$ cat src/rtl/taillight_sequencer.sv
// Tail-light sequencer: key synchronizers, turn-side latch, mode register,
// step prescaler and combinational lamp-pattern decode for six tail LEDs.
module taillight_sequencer #(
    parameter int TICK_DIV = 25_000_000,
    parameter int CNT_W    = 25
) (
    input  logic             clk,
    input  logic             reset,
    input  logic [1:0]       SW,
    input  logic [1:0]       K,
    output logic [2:0]       state,
    output logic             turn_side_r,
    output logic [5:0]       LED
);

    typedef enum logic [2:0] {
        IDLE       = 3'b000,
        HAZARDS    = 3'b001,
        TURN_LEFT  = 3'b010,
        TURN_RIGHT = 3'b011
    } state_t;

    state_t           cur;
    state_t           nxt;
    logic [1:0]       phase;
    logic [1:0]       phase_nxt;
    logic [CNT_W-1:0] presc;
    logic [CNT_W-1:0] presc_nxt;
    logic             presc_wrap;
    logic             tick;
    logic [1:0]       k_s1;
    logic [1:0]       k_s2;
    logic [1:0]       k_prev;
    logic [1:0]       fall;
    logic             side_nxt;

    always_ff @(posedge clk) begin
        if (reset) begin
            cur         <= IDLE;
            phase       <= 2'd0;
            presc       <= '0;
            turn_side_r <= 1'b0;
            k_s1        <= 2'b11;
            k_s2        <= 2'b11;
            k_prev      <= 2'b11;
        end else begin
            cur         <= nxt;
            phase       <= phase_nxt;
            presc       <= presc_nxt;
            turn_side_r <= side_nxt;
            k_s1        <= K;
            k_s2        <= k_s1;
            k_prev      <= k_s2;
        end
    end

    always_comb begin
        fall       = k_prev & ~k_s2;
        side_nxt   = turn_side_r;
        nxt        = IDLE;
        phase_nxt  = phase;
        presc_nxt  = presc;
        tick       = 1'b0;
        presc_wrap = (presc == CNT_W'(TICK_DIV - 1));

        // Simultaneous presses cancel out and leave the latch alone.
        if (fall == 2'b01) begin
            side_nxt = 1'b0;
        end else if (fall == 2'b10) begin
            side_nxt = 1'b1;
        end

        if (SW[0]) begin
            nxt = HAZARDS;
        end else if (SW[1]) begin
            nxt = turn_side_r ? TURN_RIGHT : TURN_LEFT;
        end else begin
            nxt = IDLE;
        end

        // A mode change restarts the pattern and suppresses any tick that lands on it.
        if (nxt != cur) begin
            phase_nxt = 2'd0;
            presc_nxt = '0;
        end else begin
            presc_nxt = presc_wrap ? '0 : presc + CNT_W'(1);
            tick      = presc_wrap;
        end

        if (tick) begin
            case (cur)
                HAZARDS:    phase_nxt = {1'b0, ~phase[0]};
                TURN_LEFT,
                TURN_RIGHT: phase_nxt = phase + 2'd1;
                default:    phase_nxt = 2'd0;
            endcase
        end
    end

    always_comb begin
        LED = 6'b000_000;
        case (cur)
            HAZARDS: LED = phase[0] ? 6'b000_000 : 6'b111_111;
            TURN_LEFT: begin
                case (phase)
                    2'd0:    LED = 6'b000_000;
                    2'd1:    LED = 6'b001_000;
                    2'd2:    LED = 6'b011_000;
                    default: LED = 6'b111_000;
                endcase
            end
            TURN_RIGHT: begin
                case (phase)
                    2'd0:    LED = 6'b000_000;
                    2'd1:    LED = 6'b000_100;
                    2'd2:    LED = 6'b000_110;
                    default: LED = 6'b000_111;
                endcase
            end
            default: LED = 6'b000_000;
        endcase
    end

    assign state = cur;

endmodule
$ cat config.mk
export PLATFORM = sky130hd
export DESIGN_NAME = taillight_sequencer
export DESIGN_NICKNAME = d
export VERILOG_FILES = /design/src/rtl/taillight_sequencer.sv
export SDC_FILE = /design/constraint.sdc
export NUM_CORES = 1
export LEC_CHECK = 0
export CAP_MARGIN = 40
export CORE_ASPECT_RATIO = 0.75
export CORE_MARGIN = 1.5
export CORE_UTILIZATION = 51
export CTS_CLUSTER_DIAMETER = 200
export DETAILED_ROUTE_END_ITERATION = 16
export PLACE_DENSITY_LB_ADDON = 0.1
export RECOVER_POWER = 50
export SKIP_LAST_GASP = 1
export SLEW_MARGIN = 10
export SYNTH_ARGS = -nofsm -noshare
export SYNTH_HDL_FRONTEND = slang
export SYNTH_SLANG_ARGS = --single-unit
export TNS_END_PERCENT = 20
$ cat constraint.sdc
create_clock -name clk -period 2.1 [get_ports clk]
set_input_delay 0.42 -clock clk [delete_from_list [all_inputs] [get_ports clk]]
set_output_delay 0.42 -clock clk [all_outputs]
set_load 0.005 [all_outputs]
==> results.md <==
- Status: complete, no violations
- Count leader, synth: dfxtp_1
- Worst r2r path cells: 4
- DIE HEIGHT: 54.1 um
- Via count: 1,550
- Worst IR Drop VDD: 0.396 mV
- Later-pin clock latency in the skew report: 0.30 ns
- Initial core utilization: 53.7%
- Post-DRT Antenna Nets: 0
- FF+latch area: 724 um^2
- Multi-input gate area: 982 um^2
- Mapped cell area: 1780 um^2
- CTS tree: yes
- CP arrival: 1.62 ns
- Site Rows: 18
- Synth area leaders: dfxtp_1, a211oi_1, nor3_1, o21ai_0, xnor2_1
- Post-synth ARST share: 0%
- TritonCTS Sinks: 36
- Pre-CTS WS: -0.000295 ns
- CTS buffer count: 5
- DR WL/cell: 14.4 um
- I/O pins: 16
- CP Capture Type: output port
- P_leak: 0.665 nW
- Hold Crit Class: register to register
- Crit path kind: register to output port
- Synth top area share: 40.5%
- Req. time, crit path: 1.68 ns
- Hold Path Depth: 1
- Initial antenna violation count: 0
- Die ar.: 3850 um^2
- RePlAce Congestion: 0.924
- Final non-filler cell total: 263
- # diodes: 0
- Post-DP HPWL: 2600 um
- Fraction of layout cells with a size suffix above 1: 13.9%
- RSZ-0062 raised after global routing: true
- Placed cell area: 1990 um^2
- Crit Path Max Fanout: 5
- CP Launch Type: register
- Top_reg_cell synth: dfxtp_1
- Minimum clock period: 2.04 ns
- Post-CTS Setup Repair Bufs: 0
- Total power draw: 0.00140 W
- Yosys warning count: 0
- Setup Total Neg Slack: 0 ns
- Final hold violation count: 0
- Worst setup margin: 0.0632 ns
- Syn avg cell area: 8.67 um^2
- Fmax: 491 MHz
- Post-synth EDFFs: 0
- CTS root buf: clkbuf_8
- Post-synth cell types: 42
- First-pass DRT Iterations: 4
- GRT Total Usage: 21.4%
- Hold_buf cts: 0
- Design area: 2090 um^2
- Post-synthesis cell count: 205
- First-pass GRT wire length: 6310 um
- Detailed Route WL: 3790 um
- Pwr dens: 669 nW/um^2
- Post-Place Cells: 255
- Max-Cap Viols: 0
- Crit share post-route: 97.0%
- Post-route DRC violation count: 0
- Vias per std cell: 5.89
- Initial DRC count: 104
- # setup viols final: 0
- Total gr overflow: 0
- Syn Nets: 215
- Layout fillers: 273
- Seq/Total Area, Yosys: 40.5%
- Clock skew: 0.00679 ns
- NumNets Final: 232
- CORE AREA: 3310 um^2
- Area Growth Syn to Fin: 17.8%
- CTS clock-pin slew for the worst setup and hold paths: 0.08 ns
- Input/output buffers: 14
- Maximum clock path buffer count: 2
- Fin. max-slew vios: 0
- Pin count of the biggest net entering global routing: 28
- Commonest cells in the netlist: dfxtp_1, nand2_1, nor3_1, o21ai_0, a211oi_1
- Area leader, netlist: dfxtp_1
- FF+latch count, synth: 36
- H-tree depth: 2
- Chip width: 71.2 um
- Vias in the first global route: 1,391
[layout make-up]
type	instances	share of cell area [%]
timing repair buffer	21	9.56
clock inverter	3	2.21
sequential	36	34.6
tap	40	2.39
clock buffer	5	3.29
inverter	6	1.08
multi-input combinational	152	46.9
[state kept, by name, indices dropped and copies added, names as in the netlist]
name	flops
presc	25
k_s2	2
turn_side_r	1
k_s1	2
state	2
k_prev	2
phase	2
[cells in the final DEF (no fill, tap or decap), types with 2 or more instances in the layout]
cell type	count
a211oi_1	11
a21oi_1	7
and3_1	3
and3_2	2
buf_4	4
clkbuf_1	2
clkbuf_8	5
clkdlybuf4s50_1	11
dfxtp_1	33
dfxtp_2	3
dlygate4sd3_1	2
ha_1	4
inv_1	6
nand2_1	15
nand2b_1	2
nand3_1	6
nand4_1	8
nor2_1	9
nor2b_1	3
nor3_1	14
nor3b_1	4
nor4b_1	2
o21ai_0	13
o31ai_1	5
or2_2	6
or3_1	5
or4_1	5
or4_4	2
xnor2_1	8
xor2_1	3
[power breakdown]
group          total [W]  leakage [nW]  switching [W]  internal, W
clock           0.000632        0.0548       0.000274     0.000357
combinational  0.0000699         0.317      0.0000296    0.0000403
sequential      0.000699         0.293     0.00000799     0.000691
total            0.00140         0.665       0.000312      0.00109
[cell families (layout without fill, tap and decap cells)]
family	count (synthesis)	in the layout	share of synthesized area, %
AO/OA/AOI/OAI	41	41	14.8
XOR/XNOR	11	11	5.42
adder cells (fa/ha/maj)	4	4	2.82
buffers and inverters	17	35	4.22
flip-flops	36	36	40.5
other	1	1	0.211
AND/OR/NAND/NOR	95	95	32.0
[metal layers]
metal / up-vias / wire length, um / global-route usage [%]
li1: 784 / - / -
met1: 711 / 1840 / 29.9
met2: 50 / 1650 / 31.6
met3: 5 / 245 / 5.62
met4: 0 / 51 / 7.86
met5: - / 0 / 0
[through the flow]
stage | hold WS [ns] | utilization (%)
floorplan | 0.389 | -
finish | 0.412 | 63.3
global route | 0.434 | 63.3
detailed placement | 0.393 | 60.0
CTS | 0.412 | 63.5
global placement | 0.392 | 60.0
[what timing repair did]
item,CTS,global route
pin swaps,0,1
setup endpoints to repair,9,14
gates resized for setup,2,3
[final timing paths]
path / startpoint / endpoint / slack (ns)
setup reg to reg: presc[2] / presc[19] / 0.08
setup / recovery: phase[0] / LED[1] / 0.06
hold / removal: k_s1[1] / k_s2[1] / 0.41
hold reg to reg: k_s1[1] / k_s2[1] / 0.41
[worst max-delay path: stages (launching register included)]
cell	delay (ns)
dfxtp_2	0.34
inv_1	0.10
ha_1	0.16
nor2_1	0.05
a21oi_1	0.15
clkdlybuf4s50_1	0.51
No activity file was read; power rests on OpenSTA's default activity.
